$ cat config.mk
export PLATFORM = sky130hd
export DESIGN_NAME = c_tile_drain
export DESIGN_NICKNAME = d
export VERILOG_FILES = /design/src/rtl/c_tile_drain.sv
export SDC_FILE = /design/constraint.sdc
export NUM_CORES = 1
export LEC_CHECK = 0
export CORE_UTILIZATION = 55
export DETAILED_ROUTE_END_ITERATION = 8
export GPL_TIMING_DRIVEN = 0
export PLACE_DENSITY_LB_ADDON = 0.05
export SYNTH_ARGS = -nofsm -noshare
export SYNTH_HDL_FRONTEND = slang
export SYNTH_SLANG_ARGS = --single-unit
$ cat constraint.sdc
create_clock -name clk -period 4.1 [get_ports clk]
set_input_delay 1.025 -clock clk [delete_from_list [all_inputs] [get_ports clk]]
set_output_delay 1.025 -clock clk [all_outputs]
set_load 0.05 [all_outputs]
$ cat src/rtl/c_tile_drain.sv
// C-matrix read-out: queues result rows from the bottom PE row and serialises each tile to the host.
// Optional out_parity output when C_DRAIN_PARITY_EN is defined.
module c_tile_drain #(
  parameter int DATA_WIDTH = 16,
  parameter int WIDTH      = 4,
  parameter int HEIGHT     = 4,
  parameter int ROW_DEPTH  = 4
) (
  input  logic                        clk,
  input  logic                        rst_n,
  input  logic                        start,
  input  logic                        in_valid_C,
  input  logic [WIDTH*DATA_WIDTH-1:0] row_in,
  output logic                        row_ready,
  output logic [DATA_WIDTH-1:0]       out_data,
  output logic                        out_valid,
  input  logic                        out_ready,
  output logic                        out_last,
  output logic                        tile_done,
`ifdef C_DRAIN_PARITY_EN
  output logic                        out_parity,
`endif
  output logic                        overflow
);

  localparam int CW = (WIDTH > 1) ? $clog2(WIDTH) : 1;
  localparam int RW = (HEIGHT > 1) ? $clog2(HEIGHT) : 1;
  localparam int PW = (ROW_DEPTH > 1) ? $clog2(ROW_DEPTH) : 1;
  localparam int NW = $clog2(ROW_DEPTH + 1);

  localparam logic [1:0] S_IDLE = 2'd0;
  localparam logic [1:0] S_LOAD = 2'd1;
  localparam logic [1:0] S_SEND = 2'd2;

  logic [1:0]                  r_state;
  logic [CW-1:0]               r_col;
  logic [RW-1:0]               r_row;
  logic [WIDTH*DATA_WIDTH-1:0] r_mem [ROW_DEPTH];
  logic [PW-1:0]               r_wptr;
  logic [PW-1:0]               r_rptr;
  logic [NW-1:0]               r_count;
  logic [DATA_WIDTH-1:0]       r_words [WIDTH];
  logic [DATA_WIDTH-1:0]       r_out_data;
  logic                        r_tile_done;
  logic                        r_overflow;

  logic                        w_push;
  logic                        w_pop;
  logic                        w_hs;
  logic                        w_col_last;
  logic                        w_row_last;
  logic                        w_nonempty;
  logic [CW-1:0]               w_next_col;
  logic [WIDTH*DATA_WIDTH-1:0] w_head;
  logic                        w_data_en;
  logic [DATA_WIDTH-1:0]       w_data_d;

  assign row_ready  = (r_count != NW'(ROW_DEPTH));
  assign w_nonempty = (r_count != '0);
  assign out_valid  = (r_state == S_SEND);
  assign w_hs       = out_valid & out_ready;
  assign w_col_last = (r_col == CW'(WIDTH - 1));
  assign w_row_last = (r_row == RW'(HEIGHT - 1));
  assign out_last   = out_valid & w_row_last & w_col_last;
  assign w_next_col = r_col + 1'b1;
  assign w_head     = r_mem[r_rptr];
  assign out_data   = r_out_data;
  assign tile_done  = r_tile_done;
  assign overflow   = r_overflow;

  // start overrides both sides of the FIFO; only LOAD ever pops, and it is entered only when non-empty
  assign w_push = in_valid_C & row_ready & ~start;
  assign w_pop  = (r_state == S_LOAD) & ~start;

  always_ff @(posedge clk) begin
    if (w_push) r_mem[r_wptr] <= row_in;
  end

  always_ff @(posedge clk or negedge rst_n) begin
    if (!rst_n) begin
      r_wptr  <= '0;
      r_rptr  <= '0;
      r_count <= '0;
    end else if (start) begin
      r_wptr  <= '0;
      r_rptr  <= '0;
      r_count <= '0;
    end else begin
      if (w_push) r_wptr <= (r_wptr == PW'(ROW_DEPTH - 1)) ? '0 : r_wptr + 1'b1;
      if (w_pop)  r_rptr <= (r_rptr == PW'(ROW_DEPTH - 1)) ? '0 : r_rptr + 1'b1;
      case ({w_push, w_pop})
        2'b10:   r_count <= r_count + 1'b1;
        2'b01:   r_count <= r_count - 1'b1;
        default: r_count <= r_count;
      endcase
    end
  end

  always_comb begin
    w_data_en = 1'b0;
    w_data_d  = r_out_data;
    if (!start) begin
      if (r_state == S_LOAD) begin
        w_data_en = 1'b1;
        w_data_d  = w_head[0 +: DATA_WIDTH];
      end else if (w_hs && !w_col_last) begin
        w_data_en = 1'b1;
        w_data_d  = r_words[w_next_col];
      end
    end
  end

  always_ff @(posedge clk or negedge rst_n) begin
    if (!rst_n) begin
      r_state <= S_IDLE;
      r_col   <= '0;
      r_row   <= '0;
      for (int unsigned c = 0; c < WIDTH; c++) r_words[c] <= '0;
    end else if (start) begin
      r_state <= S_IDLE;
      r_col   <= '0;
      r_row   <= '0;
    end else begin
      case (r_state)
        S_IDLE: if (w_nonempty) r_state <= S_LOAD;
        S_LOAD: begin
          for (int unsigned c = 0; c < WIDTH; c++)
            r_words[c] <= w_head[c*DATA_WIDTH +: DATA_WIDTH];
          r_col   <= '0;
          r_state <= S_SEND;
        end
        S_SEND: begin
          if (w_hs) begin
            if (w_col_last) begin
              r_col   <= '0;
              r_row   <= w_row_last ? '0 : r_row + 1'b1;
              r_state <= w_nonempty ? S_LOAD : S_IDLE;
            end else begin
              r_col <= w_next_col;
            end
          end
        end
        default: r_state <= S_IDLE;
      endcase
    end
  end

  always_ff @(posedge clk or negedge rst_n) begin
    if (!rst_n) begin
      r_out_data  <= '0;
      r_tile_done <= 1'b0;
      r_overflow  <= 1'b0;
    end else begin
      if (w_data_en) r_out_data <= w_data_d;
      r_tile_done <= ~start & w_hs & w_row_last & w_col_last;
      if (start)                         r_overflow <= 1'b0;
      else if (in_valid_C && !row_ready) r_overflow <= 1'b1;
    end
  end

`ifdef C_DRAIN_PARITY_EN
  logic r_parity;
  always_ff @(posedge clk or negedge rst_n) begin
    if (!rst_n)         r_parity <= 1'b0;
    else if (w_data_en) r_parity <= ^w_data_d;
  end
  assign out_parity = r_parity;
`endif

endmodule

# ---- Yosys cells after proc, flatten, opt, wreduce, memory -nomap -nowiden
# Memories as Yosys holds them, arrays and structs flattened.
# Index checks and enable logic that the tools add are counted.
dict set report op_classes {
  n_addsub 6
  n_lt_le_gt_ge 1
  eq_ne 12
  muxes 35
  n_bitwise 11
  reduce_logical 20
}
# op count
set ops {}
lappend ops {{$mux W16} 4}
lappend ops {{$mux W2} 18}
lappend ops {{$bmux W16 S2} 1}
lappend ops {{$reduce_bool A2 Y1} 7}
lappend ops {{$eq A2 B2 Y1 const B} 6}
lappend ops {{$and A1 B1 Y1} 9}
lappend ops {{$reduce_and A3 Y1} 3}
lappend ops {{$reduce_bool A3 Y1} 3}
lappend ops {{$add A2 B1 Y2 const B} 4}
lappend ops {{$mux W1} 8}
lappend ops {{$ne A3 B2 Y1 const B} 2}
lappend ops {{$ne A3 B3 Y1 const B} 2}
lappend ops {{$pmux W2 S3} 1}
lappend ops {{$pmux W3 S2} 1}
lappend ops {{$eq A2 B1 Y1 const B} 2}
lappend ops {{$pmux W2 S2} 1}
lappend ops {{$reduce_and A2 Y1} 2}
lappend ops {{$add A3 B1 Y3 const B} 1}
lappend ops {{$ge A3 B3 Y1 const B} 1}
lappend ops {{$mux W3} 1}
lappend ops {{$not A2 Y3} 1}
lappend ops {{$sub A3 B1 Y3 const B} 1}
lappend ops {{$logic_and A1 B1 Y1} 2}
lappend ops {{$logic_not A1 Y1} 2}
lappend ops {{2 further kinds} 2}
dict set report totals {
  ff_bits 95
  ramBits 256
  input_bits 69
  out_inout_bits 21
  wordCells 99
  mem_count 1
}
# memory depth width rd rd_clocked_by_memory_dff write_ports line
set mem_list {}
lappend mem_list {r_mem 4 64 1 0 1 38} ;# logic [WIDTH*DATA_WIDTH-1:0] r_mem [ROW_DEPTH];

# ---- Logic depth before layout (Yosys ltp)
dict set report depth {
  word_depth 7
  mapped_depth 10
  depth_no_buf 8
}

# ---- Worst setup path before layout
# No wires, ideal clock.
dict set report synth_timing {
  path_kind {in2reg}
  start {input port in_valid_C}
  end {memory r_mem[3][0] in the netlist's numbering, enable pin}
  setup_time_ns 0.429
  t_arrival_ns 3.148
  required_ns 3.671
  path_slack_ns 0.523
  cell_stages 4
  n_path_buf 1
  path_cell_list {clkbuf_1 -> inv_1 -> nor3_1 -> and2_1}
}
dict set report synth_via {
  elab_chain_len 4
}
# element line
set synth_rtl {}
lappend synth_rtl {{start: declaration} 12} ;# input logic in_valid_C,
lappend synth_rtl {{$and A1 B1 Y1 (2 in a row)} 72} ;# assign w_push = in_valid_C & row_ready & ~start;
lappend synth_rtl {{$mux W1} 76} ;# if (w_push) r_mem[r_wptr] <= row_in;
lappend synth_rtl {{$mux W1 (not written as such)} 76}
lappend synth_rtl {{end: declaration} 38}
# No other way between the ends.

# ---- Final worst setup path
dict set report layout_timing {
  start {register r_count[1]}
  end {output port row_ready}
}
dict set report layout_via {
  elab_chain_len 1
}
# element line
set layout_rtl {}
lappend layout_rtl {{start: declaration} 41} ;# logic [NW-1:0] r_count;
lappend layout_rtl {{start signal: assignment} 92} ;# 2'b10: r_count <= r_count + 1'b1;
lappend layout_rtl {{start signal: assignment} 93} ;# 2'b01: r_count <= r_count - 1'b1;
lappend layout_rtl {{start signal: assignment} 94} ;# default: r_count <= r_count;
lappend layout_rtl {{$ne A3 B3 Y1} 58} ;# assign row_ready = (r_count != NW'(ROW_DEPTH));
lappend layout_rtl {{end: declaration} 14} ;# output logic row_ready,
# No other way between the ends.

==> metrics.txt <==
R2R cell count 10; RR Startpoint r_state[1]; Mapped Nets 877; post-synthesis compound-gate area fraction 1.62%; deepest clock path buffer count 3; DRC 0; top-level I/O count 90; final hold slack 0.449 ns; # placed instances 1216; Final nets 1007; commonest non-fill, non-tap cell in the layout edfxtp_1; final std cells w/o fill 1282; # clock sinks 351; Final Hold Vio Count 0; DRT Pass-1 Iters 5; Yosys cell types 37; Max Cap Violations 0; Area Growth Syn to Fin 19.7%; Max Clock Freq 303 MHz; R2R Path End r_count[2]; commonest non-fill, non-tap cells in the layout 256 x edfxtp_1, 201 x nand2_1, 95 x dfrtp_1; GP Congestion 0.798; CTS tree built; Fin Clk Skew 0.0122 ns; largest family of logic cells by synthesized area multiplexers; DR vias 7230; setup bufs post-CTS 0; final setup vio count 0; n_diodes 0; CTS H-Tree Depth 2; Post-DP Area 15000 sq um; CP Capture Type primary output; Total Die Area 25300 sq um; number of buffers created by CTS 36; Placement Rows 57; initial antenna violation count 0; post-cts sizing count 0; crit-path cells nor3b_1 -> inv_1 -> clkdlybuf4s50_1; Lkg Pwr 5.93 nW; global-route wire length before repair 42.2 mm; slowest CP cell clkdlybuf4s50_1; relative slew slack 51.2%; XOR/XNOR Fraction of Synth Area 0.129%; share of the yosys chip area belonging to registers 74.1%; Antenna Violating Nets Remaining 0; fin area 16300 sq um; WS Path Type reg2out; CP delay by family, top buffers and inverters; Async SR Flop Fraction 27.1%; largest net degree at the start of global routing 65; Worst-path clk slew 0.06 ns; FF+latch count, synth 351; max-slew violations 0; Congestion Overflow GR 0; final WL 26.9 mm; Worst Slack Setup Final 0.799 ns; VDD IR-drop max 0.363 mV; DP Worst Slack 0.901 ns; R2R Setup Slk 1.38 ns; CP bufs+invs 2; adder-cell share of the synthesized area 0.792%; Max stage delay on crit path 0.72 ns; RSZ-0062 raised after global routing false; later-pin clock latency in the skew report 0.52 ns; outcome completed; Slew @ Worst Pin 0.732 ns; post-DP HPWL 18.1 mm; via-per-instance ratio 5.64; synthesized netlist cell count 800; EDFF count, synth 256; core area 24200 sq um; port buffer count 87; die height 159 um; warnings from Yosys 0; Routed WL per cell 21.0 um; power per standard cell area 650 nW/um^2; required time of the critical path 3.07 ns; Hold WC Path Type in2async; Max FO, Critical Path 7; Startpoint Class flip-flop; 1st-iter DRT viols 483; Synth Flop Type edfxtp_1; Setup TNS 0 ns; min cycle time layout 3.30 ns; Initial Utilization 56.0%; post-synthesis cell area 13600 sq um; CP Data Arrival Time 2.28 ns; layout cells sized above 1 18.4%; synthesized area per cell 17.0 sq um; mux cell area share after synthesis 13.3%; final period utilization 80.5%; Tot GR Track Use 22.2%; # hold bufs at CTS 0; number of global-route vias before repair 7339; CTS root buf clkbuf_16; Die Wd 159 um; Synth Area in Simple Gates 8.31%
kinds of logic after synthesis:
family                   Yosys count
AO/OA/AOI/OAI                     36
AND/OR/NAND/NOR                  273
adder cells (fa/ha/maj)            8
multiplexers                      81
buffers and inverters             49
flip-flops                       351
XOR/XNOR                           2
cell usage after synthesis (3+ instances only):
library cell	instances	area, sq um
edfxtp_1	256	7690
nand2_1	201	754
dfrtp_1	95	2380
mux4_2	80	1800
nor2_1	26	97.6
nor3_1	22	110
clkbuf_1	17	63.8
o22ai_1	16	100
buf_2	15	75.1
a21oi_1	12	60.1
ha_1	7	87.6
inv_1	7	26.3
buf_4	5	37.5
and2_1	4	25.0
nand2b_1	4	25.0
nand3_1	4	20.0
buf_1	3	11.3
sequential cells by signal, indices dropped and copies added, names as in the netlist:
| name | cells |
|---|---|
| tile_done | 1 |
| r_wptr | 2 |
| r_mem | 256 |
| r_state | 2 |
| r_count | 3 |
| overflow | 1 |
| r_words | 64 |
| r_col | 2 |
| r_rptr | 2 |
| r_row | 2 |
| out_data | 16 |
metrics by stage:
step	utilization, %	total power (W)
after global routing	67.1	0.0110
after detailed placement	61.9	0.00725
after CTS	67.1	0.0107
final	67.1	0.0106
after global placement	61.3	0.00716
after floorplan	-	0.00638
power breakdown:
| part | internal, W | switching (W) | leakage (nW) |
|---|---|---|---|
| Sequential | 0.00435 | 0.000343 | 3.51 |
| Clock | 0.00209 | 0.00131 | 0.626 |
| Combinational | 0.00108 | 0.00140 | 1.79 |
| Total | 0.00752 | 0.00306 | 5.93 |
per-layer routing:
metal	part of all wire [%]	GRT usage [%]	wire, um
met1	45	33.0	12100
met2	47	34.4	12700
met3	5.7	3.70	1520
met4	2.3	6.34	626
met5	0	0	0
worst reg2reg max path, delay by kind of cell, from the launching register on:
kind            cells  cell delay, ns
compound gates      3            0.39
fa+ha+maj           1            0.44
buf+inv             2            0.64
flops               1            0.48
simple gates        4            0.70
how the worst max path moves through the flow:
| stage | from | to | slack [ns] | cells after the start |
|---|---|---|---|---|
| CTS | r_count[1] | row_ready | 0.79 | 3 |
| finish | r_count[1] | row_ready | 0.80 | 3 |
| floorplan | in_valid_C | r_mem[3][0] | 0.52 | 4 |
| global route | r_count[1] | row_ready | 0.69 | 3 |
| global placement | rst_n | r_words[11] | -1.30 | 1 |
| detailed placement | start | r_count[2] | 0.90 | 10 |
cell type report:
type	instances	area [sq um]
buffer	42	210
tap	324	405
inverter	7	26.3
multi-input combinational	400	3300
clock inverter	19	234
sequential	351	10100
fill	1665	7980
timing repair buffer	92	1010
clock buffer	47	1020
No activity file was read; power rests on OpenSTA's default activity.
